File: src/rtl/vu_pkg.sv
// Shared state type and GRB colour helpers for the VU meter level mapper.
package vu_pkg;

  typedef enum logic [2:0] {
    IDLE,
    UPDATE,
    REQUEST,
    WAIT_START,
    WAIT_DONE
  } vu_state_e;

  localparam int unsigned GRB_G_LSB = 16;
  localparam int unsigned GRB_R_LSB = 8;
  localparam int unsigned GRB_B_LSB = 0;

  function automatic logic [23:0] col_off();
    return '0;
  endfunction

  function automatic logic [23:0] col_green(input logic [7:0] bright);
    return 24'(bright) << GRB_G_LSB;
  endfunction

  function automatic logic [23:0] col_red(input logic [7:0] bright);
    return 24'(bright) << GRB_R_LSB;
  endfunction

  function automatic logic [23:0] col_yellow(input logic [7:0] bright);
    return col_green(bright) | col_red(bright);
  endfunction

endpackage

File: src/rtl/vu_peak_detect.sv
// Sample magnitude with saturation, running peak accumulator and per-frame peak latch.
module vu_peak_detect
  import vu_pkg::*;
#(
  parameter int unsigned SAMPLE_W = 16
) (
  input  logic                i_clk,
  input  logic                i_rst,
  input  logic                i_sample_valid,
  input  logic [SAMPLE_W-1:0] i_sample,
  input  logic                i_frame_start,
  output logic [SAMPLE_W-2:0] o_frame_peak
);

  localparam int unsigned MAG_W = SAMPLE_W - 1;

  logic [MAG_W-1:0] mag;
  logic [MAG_W-1:0] acc_d, acc_q;
  logic [MAG_W-1:0] peak_d, peak_q;

  // Most negative input has no positive twin; clamp it to full scale.
  always_comb begin
    if (i_sample == {1'b1, {MAG_W{1'b0}}}) begin
      mag = '1;
    end else if (i_sample[SAMPLE_W-1]) begin
      mag = MAG_W'(~i_sample + 1'b1);
    end else begin
      mag = i_sample[MAG_W-1:0];
    end
  end

  always_comb begin
    acc_d  = acc_q;
    peak_d = peak_q;
    if (i_frame_start) begin
      peak_d = acc_q;
      acc_d  = i_sample_valid ? mag : '0;
    end else if (i_sample_valid && (mag > acc_q)) begin
      acc_d = mag;
    end
  end

  always_ff @(posedge i_clk) begin
    if (i_rst) begin
      acc_q  <= '0;
      peak_q <= '0;
    end else begin
      acc_q  <= acc_d;
      peak_q <= peak_d;
    end
  end

  assign o_frame_peak = peak_q;

endmodule

File: src/rtl/vu_level_mapper.sv
// VU meter level mapper: frame peak -> bar height -> per-LED GRB colour, one refresh per frame.
// Optional peak-hold dot enabled by defining VU_PEAK_HOLD_EN.
module vu_level_mapper
  import vu_pkg::*;
#(
  parameter int unsigned LEDS         = 20,
  parameter int unsigned SAMPLE_W     = 16,
  parameter int unsigned FRAME_TICKS  = 800000,
  parameter int unsigned DECAY_FRAMES = 4,
  parameter int unsigned GREEN_END    = 12,
  parameter int unsigned RED_START    = 16,
  parameter logic [7:0]  BRIGHT       = 8'h20
) (
  input  logic                i_clk,
  input  logic                i_rst,
  input  logic                i_sample_valid,
  input  logic [SAMPLE_W-1:0] i_sample,
  input  logic [7:0]          i_led_idx,
  input  logic                i_drv_rdy,
  output logic [23:0]         o_color_data,
  output logic                o_drv_en,
  output logic                o_busy
);

  localparam int unsigned MAG_W   = SAMPLE_W - 1;
  localparam int unsigned PROD_W  = MAG_W + 8;
  localparam int unsigned TMR_W   = (FRAME_TICKS > 1) ? $clog2(FRAME_TICKS) : 1;
  localparam int unsigned DCNT_W  = $clog2(DECAY_FRAMES + 1);
  localparam logic [7:0]  LEDS_L  = 8'(LEDS);
  localparam logic [7:0]  GREEN_L = 8'(GREEN_END);
  localparam logic [7:0]  RED_L   = 8'(RED_START);

  logic [TMR_W-1:0]  tmr_d, tmr_q;
  logic              frame_tick;
  vu_state_e         state_d, state_q;
  logic [MAG_W-1:0]  frame_peak;
  logic [PROD_W-1:0] prod, lvl_wide;
  logic [7:0]        lvl;
  logic [7:0]        bar_d, bar_q;
  logic [7:0]        disp_d, disp_q;
  logic [DCNT_W-1:0] dcnt_d, dcnt_q;
  logic              en_d, en_q;
  logic              busy_d, busy_q;
  logic [23:0]       color;

`ifdef VU_PEAK_HOLD_EN
  localparam int unsigned HT_W = $clog2(2 * DECAY_FRAMES + 1);
  logic [7:0]      hold_d, hold_q;
  logic [7:0]      hold_disp_d, hold_disp_q;
  logic [HT_W-1:0] htmr_d, htmr_q;
`endif

  always_comb begin
    frame_tick = (tmr_q == TMR_W'(FRAME_TICKS - 1));
    tmr_d      = frame_tick ? '0 : tmr_q + 1'b1;
  end

  vu_peak_detect #(
    .SAMPLE_W (SAMPLE_W)
  ) u_peak (
    .i_clk          (i_clk),
    .i_rst          (i_rst),
    .i_sample_valid (i_sample_valid),
    .i_sample       (i_sample),
    .i_frame_start  (frame_tick && (state_q == IDLE)),
    .o_frame_peak   (frame_peak)
  );

  always_comb begin
    prod     = PROD_W'(frame_peak) * PROD_W'(LEDS + 1);
    lvl_wide = prod >> MAG_W;
    lvl      = (lvl_wide > PROD_W'(LEDS)) ? LEDS_L : lvl_wide[7:0];
  end

  // Ticks outside IDLE are ignored, so a busy driver drops the frame and the peak carries over.
  always_comb begin
    state_d = state_q;
    bar_d   = bar_q;
    dcnt_d  = dcnt_q;
    disp_d  = disp_q;
    en_d    = 1'b0;
    busy_d  = busy_q;
`ifdef VU_PEAK_HOLD_EN
    hold_d      = hold_q;
    hold_disp_d = hold_disp_q;
    htmr_d      = htmr_q;
`endif
    unique case (state_q)
      IDLE: begin
        if (frame_tick) state_d = UPDATE;
      end
      UPDATE: begin
        if (lvl >= bar_q) begin
          bar_d  = lvl;
          dcnt_d = '0;
        end else if (dcnt_q == DCNT_W'(DECAY_FRAMES - 1)) begin
          bar_d  = bar_q - 1'b1;
          dcnt_d = '0;
        end else begin
          dcnt_d = dcnt_q + 1'b1;
        end
        disp_d = bar_d;
`ifdef VU_PEAK_HOLD_EN
        if (bar_d > hold_q) begin
          hold_d = bar_d;
          htmr_d = HT_W'(2 * DECAY_FRAMES);
        end else if (htmr_q != '0) begin
          htmr_d = htmr_q - 1'b1;
        end else if (hold_q != '0) begin
          hold_d = hold_q - 1'b1;
        end
        hold_disp_d = hold_d;
`endif
        busy_d  = 1'b1;
        state_d = REQUEST;
      end
      REQUEST: begin
        if (i_drv_rdy) begin
          en_d    = 1'b1;
          state_d = WAIT_START;
        end
      end
      WAIT_START: begin
        if (!i_drv_rdy) state_d = WAIT_DONE;
      end
      WAIT_DONE: begin
        if (i_drv_rdy) begin
          busy_d  = 1'b0;
          state_d = IDLE;
        end
      end
      default: state_d = IDLE;
    endcase
  end

  always_ff @(posedge i_clk) begin
    if (i_rst) begin
      tmr_q   <= '0;
      state_q <= IDLE;
      bar_q   <= '0;
      dcnt_q  <= '0;
      disp_q  <= '0;
      en_q    <= 1'b0;
      busy_q  <= 1'b0;
`ifdef VU_PEAK_HOLD_EN
      hold_q      <= '0;
      hold_disp_q <= '0;
      htmr_q      <= '0;
`endif
    end else begin
      tmr_q   <= tmr_d;
      state_q <= state_d;
      bar_q   <= bar_d;
      dcnt_q  <= dcnt_d;
      disp_q  <= disp_d;
      en_q    <= en_d;
      busy_q  <= busy_d;
`ifdef VU_PEAK_HOLD_EN
      hold_q      <= hold_d;
      hold_disp_q <= hold_disp_d;
      htmr_q      <= htmr_d;
`endif
    end
  end

  always_comb begin
    color = col_off();
    if ((i_led_idx < disp_q) && (i_led_idx < LEDS_L)) begin
      if (i_led_idx < GREEN_L) begin
        color = col_green(BRIGHT);
      end else if (i_led_idx < RED_L) begin
        color = col_yellow(BRIGHT);
      end else begin
        color = col_red(BRIGHT);
      end
    end
`ifdef VU_PEAK_HOLD_EN
    if ((hold_disp_q > disp_q) && (i_led_idx == hold_disp_q - 8'd1)) begin
      color = col_red(BRIGHT);
    end
`endif
  end

  assign o_color_data = color;
  assign o_drv_en     = en_q;
  assign o_busy       = busy_q;

endmodule

File: config.mk
export PLATFORM = sky130hd
export DESIGN_NAME = vu_level_mapper
export DESIGN_NICKNAME = d
export VERILOG_FILES = /design/src/rtl/vu_pkg.sv /design/src/rtl/vu_peak_detect.sv /design/src/rtl/vu_level_mapper.sv
export SDC_FILE = /design/constraint.sdc
export NUM_CORES = 1
export LEC_CHECK = 0
export BUFFER_PORTS_ARGS = -buffer_cell sky130_fd_sc_hd__buf_2
export CAP_MARGIN = 25
export CORE_MARGIN = 5
export CORE_UTILIZATION = 60
export DETAILED_ROUTE_END_ITERATION = 7
export PLACE_DENSITY = 0.82
export SYNTH_ARGS = -nofsm -noshare
export SYNTH_HDL_FRONTEND = slang
export SYNTH_SLANG_ARGS = --single-unit
File: constraint.sdc
create_clock -name i_clk -period 6.1 [get_ports i_clk]
set_clock_uncertainty 0.15 [all_clocks]
set_input_delay 0.61 -clock i_clk [delete_from_list [all_inputs] [get_ports i_clk]]
set_output_delay 0.61 -clock i_clk [all_outputs]
set_load 0.01 [all_outputs]
==> summary.md <==
| Metric | Value |
|---|---|
| Vias | between 4000 and 5000 |
| Register share of total power | between 40 and 50% |
| Synthesis-to-finish area growth | 7.47% |
| Avg Inst Size Synth | roughly 8.3 sq um |
| Synth cell count leaders | 78 x ha_1, 76 x inv_1, 66 x dfxtp_1 |
| Post-synthesis sequential area ratio | 25.1% |
| Layout fillers | about 740 |
| Count leader, synth | ha_1 |
| Clock Tree Root | clkbuf_8 |
| DR iter-0 viols | about 120 |
| Routed len/inst | 13.1 microns |
| Final critical-path share of the clock period | 92.0% |
| Reg2reg path depth | 21 |
| Multiplexer share of the synthesized area | ~6.3% |
| Slew headroom | between 40% and 50% |
| Global-route wire length before repair | between 15 and 20 mm |
| H-tree Lvls | 3 |
| Post-route ant nets | 0 |
| Final instance area | ~0.0056 sq mm |
| Clock Path Buffers | 2 |
| Max Fclk | 0.178 GHz |
| Clk slew on worst S/H paths | around 0.080 ns |
| NumNets Final | 773 |
| Crit. End Element | register |
| WS Path Type | register to register |
| Final Hold Viols | 0 |
| Slew at the pin closest to its max-slew limit | between 0.8 and 0.9 ns |
| Pleak | approximately 2.7 nW |
| Detailed Route WL | between 10 and 15 mm |
| # diodes | 0 |
| Cell Area, Synth | about 0.0053 sq mm |
| Cell Rows | 34 |
| YS warnings | 0 |
| Largest family of logic cells by synthesized area | adder cells |
| Worst Hold Path EP | tmr_q[0]$_SDFF_PP0_ |
| Sink Count | 66 |
| Core area | roughly 0.0086 sq mm |
| Post-DP HPWL | roughly 8.0 mm |
| Via density | ~5.5 |
| TritonRoute pass-1 iters | 4 |
| Design Power | around 1000 uW |
| Xor and xnor area share after synthesis | 5.50% |
| Post-Route Utilization | 65.4% |
| Slowest library cell on the worst path | or4b_2 |
| Synth top area share | 25.1% |
| Switching share of power | 26.6% |
| Synth Area in Adders | between 20% and 30% |
| Largest stage delay, worst path | between 0.6 and 0.7 ns |
| Worst endpoint required time | 6.17 ns |
| Die Ht | 104 microns |
| GRT overflow | 0 |
| R2R Setup Slk | 0.49 ns |
| CP bufs+invs | 3 |
| Max-Cap Viols | 0 |
| Crit path launch type | register |
| Peak VDD IR | around 0.12 mV |
| Internal power | about 730 uW |
| Residual DRC | 0 |
| TritonCTS clock tree | built |
| Reg2reg end | disp_q[4]$_SDFFE_PP0P_ |
| #FFs+latches synth | between 60 and 70 |
| Largest cells by area after synthesis | dfxtp_1 25%, ha_1 19%, mux2i_1 6.3% |
| Antenna violations before repair | 0 |
| Area fraction in compound gates after synthesis | roughly 12% |
| Area after DPL | about 0.0054 sq mm |
| NetSw | roughly 270 uW |
| Vias in the first global route | 4212 |
| Worst Path Arrival | roughly 5.7 ns |
| Max-slew violation count | 0 |
| PortBufs | 31 |
| EDFF count, synth | 0 |
| Post-CTS Hold Buffers | 0 |
| Worst Hold Class | register to register |
| Post-synthesis simple-gate area fraction | a little under a fifth |
| CTS Buf Count | 9 |
| Crit path cell chain | ha_1 -> ha_1 -> inv_1 -> fa_1 -> inv_1 -> ha_1 -> a211oi_1 -> o21ai_0 -> a2111oi_0 -> o21bai_1 -> o22a_1 -> a31oi_1 -> inv_1 -> ha_1 -> nand2b_1 -> a21o_1 -> a21oi_1 -> o21a_2 -> or4b_2 -> o211ai_1 -> a21oi_1 |
| Worst path depth | 21 |
| # IOs | between 50 and 60 |
| Pwr per Cell Area | 176 mW/mm^2 |
| Synth area leader | dfxtp_1 |
| # placed instances | about 750 |
| Clock Latency Late Sink | around 0.35 ns |
| Unique masters post-synth | between 50 and 60 |
| Hold depth | 1 |
| Clock share of power | between 40% and 50% |
| Routability cong. | 0.847 |
| Die Wd | a little over 100 microns |
| Initial Utilization | 60.9% |
| Max FO, Critical Path | 17 |
| Layout cells sized above 1 | 9.65% |
| Ys async rst share | 0% |
| Pin count of the biggest net entering global routing | 33 |
| Most used cell, CP | ha_1 |
| R2r startpoint | u_peak.o_frame_peak[6]$_SDFFE_PP0P_ |
| Comb power frac | between 10% and 20% |
| Prevailing post-synth register cell | dfxtp_1 |
| Crit path time final | 5.61 ns |
| Non-Filler Instances | between 700 and 800 |
| RSZ-0062 raised after global routing | no |
| Final setup violation count | 0 |
| Status | finished, final reports clean |
| Hold path start | tmr_q[0]$_SDFF_PP0_ |
| Syn Inst Count | 632 |
| Kind of cell adding the most delay to the critical path | compound AO/OA/AOI/OAI gates |
| Global-route usage over all layers | around a fifth |
| Setup TNS | 0 ns |
| DIE AREA | roughly 0.011 sq mm |
==> power groups by stage <==
stage	sequential, mW	combinational, mW	clock (mW)
after detailed placement	0.463	0.129	0
after global routing	0.455	0.149	0.443
after global placement	0.462	0.123	0
after floorplan	0.459	0.106	0
after CTS	0.453	0.130	0.418
final	0.453	0.131	0.412
==> cell families after synthesis <==
family | count (synthesis)
and+or+nand+nor | 199
buffers and inverters | 117
AOI/OAI and AO/OA | 96
adders and majority gates | 87
DFF | 66
xor gates and xnor gates | 33
muxes | 33
other | 1
==> area by class of cell <==
cell class / instances / area, sq um / share of cell area, %
clock buffers: 9 / 124 / 2.19
clock inverters: 7 / 101 / 1.79
inverters: 76 / 285 / 5.05
multi-input cells: 470 / 3490 / 61.8
flip-flops and latches: 66 / 1320 / 23.4
well taps: 108 / 135 / 2.39
repair buffers: 35 / 193 / 3.41
==> cell usage in the layout (no fill, tap or decap), types with 22 or more instances in the layout <==
master,count
dfxtp_1,66
buf_2,31
ha_1,78
mux2i_1,33
nor2_1,56
conb_1,22
inv_1,76
nand2_1,59
a21oi_1,22
==> per-stage QoR <==
step           setup WS [ns]  hold slack (ns)
2_1_floorplan           1.01            0.280
3_3_place_gp           0.499            0.291
3_5_place_dp           0.385            0.299
4_1_cts                0.337            0.311
5_1_grt               0.0912            0.310
6_report               0.488            0.313
==> worst max-delay path by stage <==
stage	from	end	slack (ns)
2_1_floorplan	u_peak.o_frame_peak[6]$_SDFFE_PP0P_	disp_q[4]$_SDFFE_PP0P_	1.01
3_3_place_gp	u_peak.o_frame_peak[6]$_SDFFE_PP0P_	disp_q[4]$_SDFFE_PP0P_	0.50
3_5_place_dp	u_peak.o_frame_peak[6]$_SDFFE_PP0P_	disp_q[4]$_SDFFE_PP0P_	0.38
4_1_cts	u_peak.o_frame_peak[6]$_SDFFE_PP0P_	disp_q[4]$_SDFFE_PP0P_	0.34
5_1_grt	u_peak.o_frame_peak[6]$_SDFFE_PP0P_	disp_q[4]$_SDFFE_PP0P_	0.09
6_report	u_peak.o_frame_peak[6]$_SDFFE_PP0P_	disp_q[4]$_SDFFE_PP0P_	0.49
==> routing by layer <==
layer | global-route usage, % | share of wire (%)
met1 | 21.4 | 44
met2 | 34.1 | 51
met3 | 4.73 | 4.4
met4 | 5.15 | 1.1
met5 | 0 | 0
==> state kept, by name, indices dropped and copies added, names as in the netlist <==
signal               flops
u_peak.acc_q            15
o_busy                   1
tmr_q                   20
state_q                  3
o_drv_en                 1
u_peak.o_frame_peak     15
dcnt_q                   3
disp_q                   8
==> what timing repair did <==
item                                    CTS  global route
resized for setup                         0             1
buffers inserted                          0             0
endpoints found under the setup margin    0             1
(Power assumes the default switching activity.)
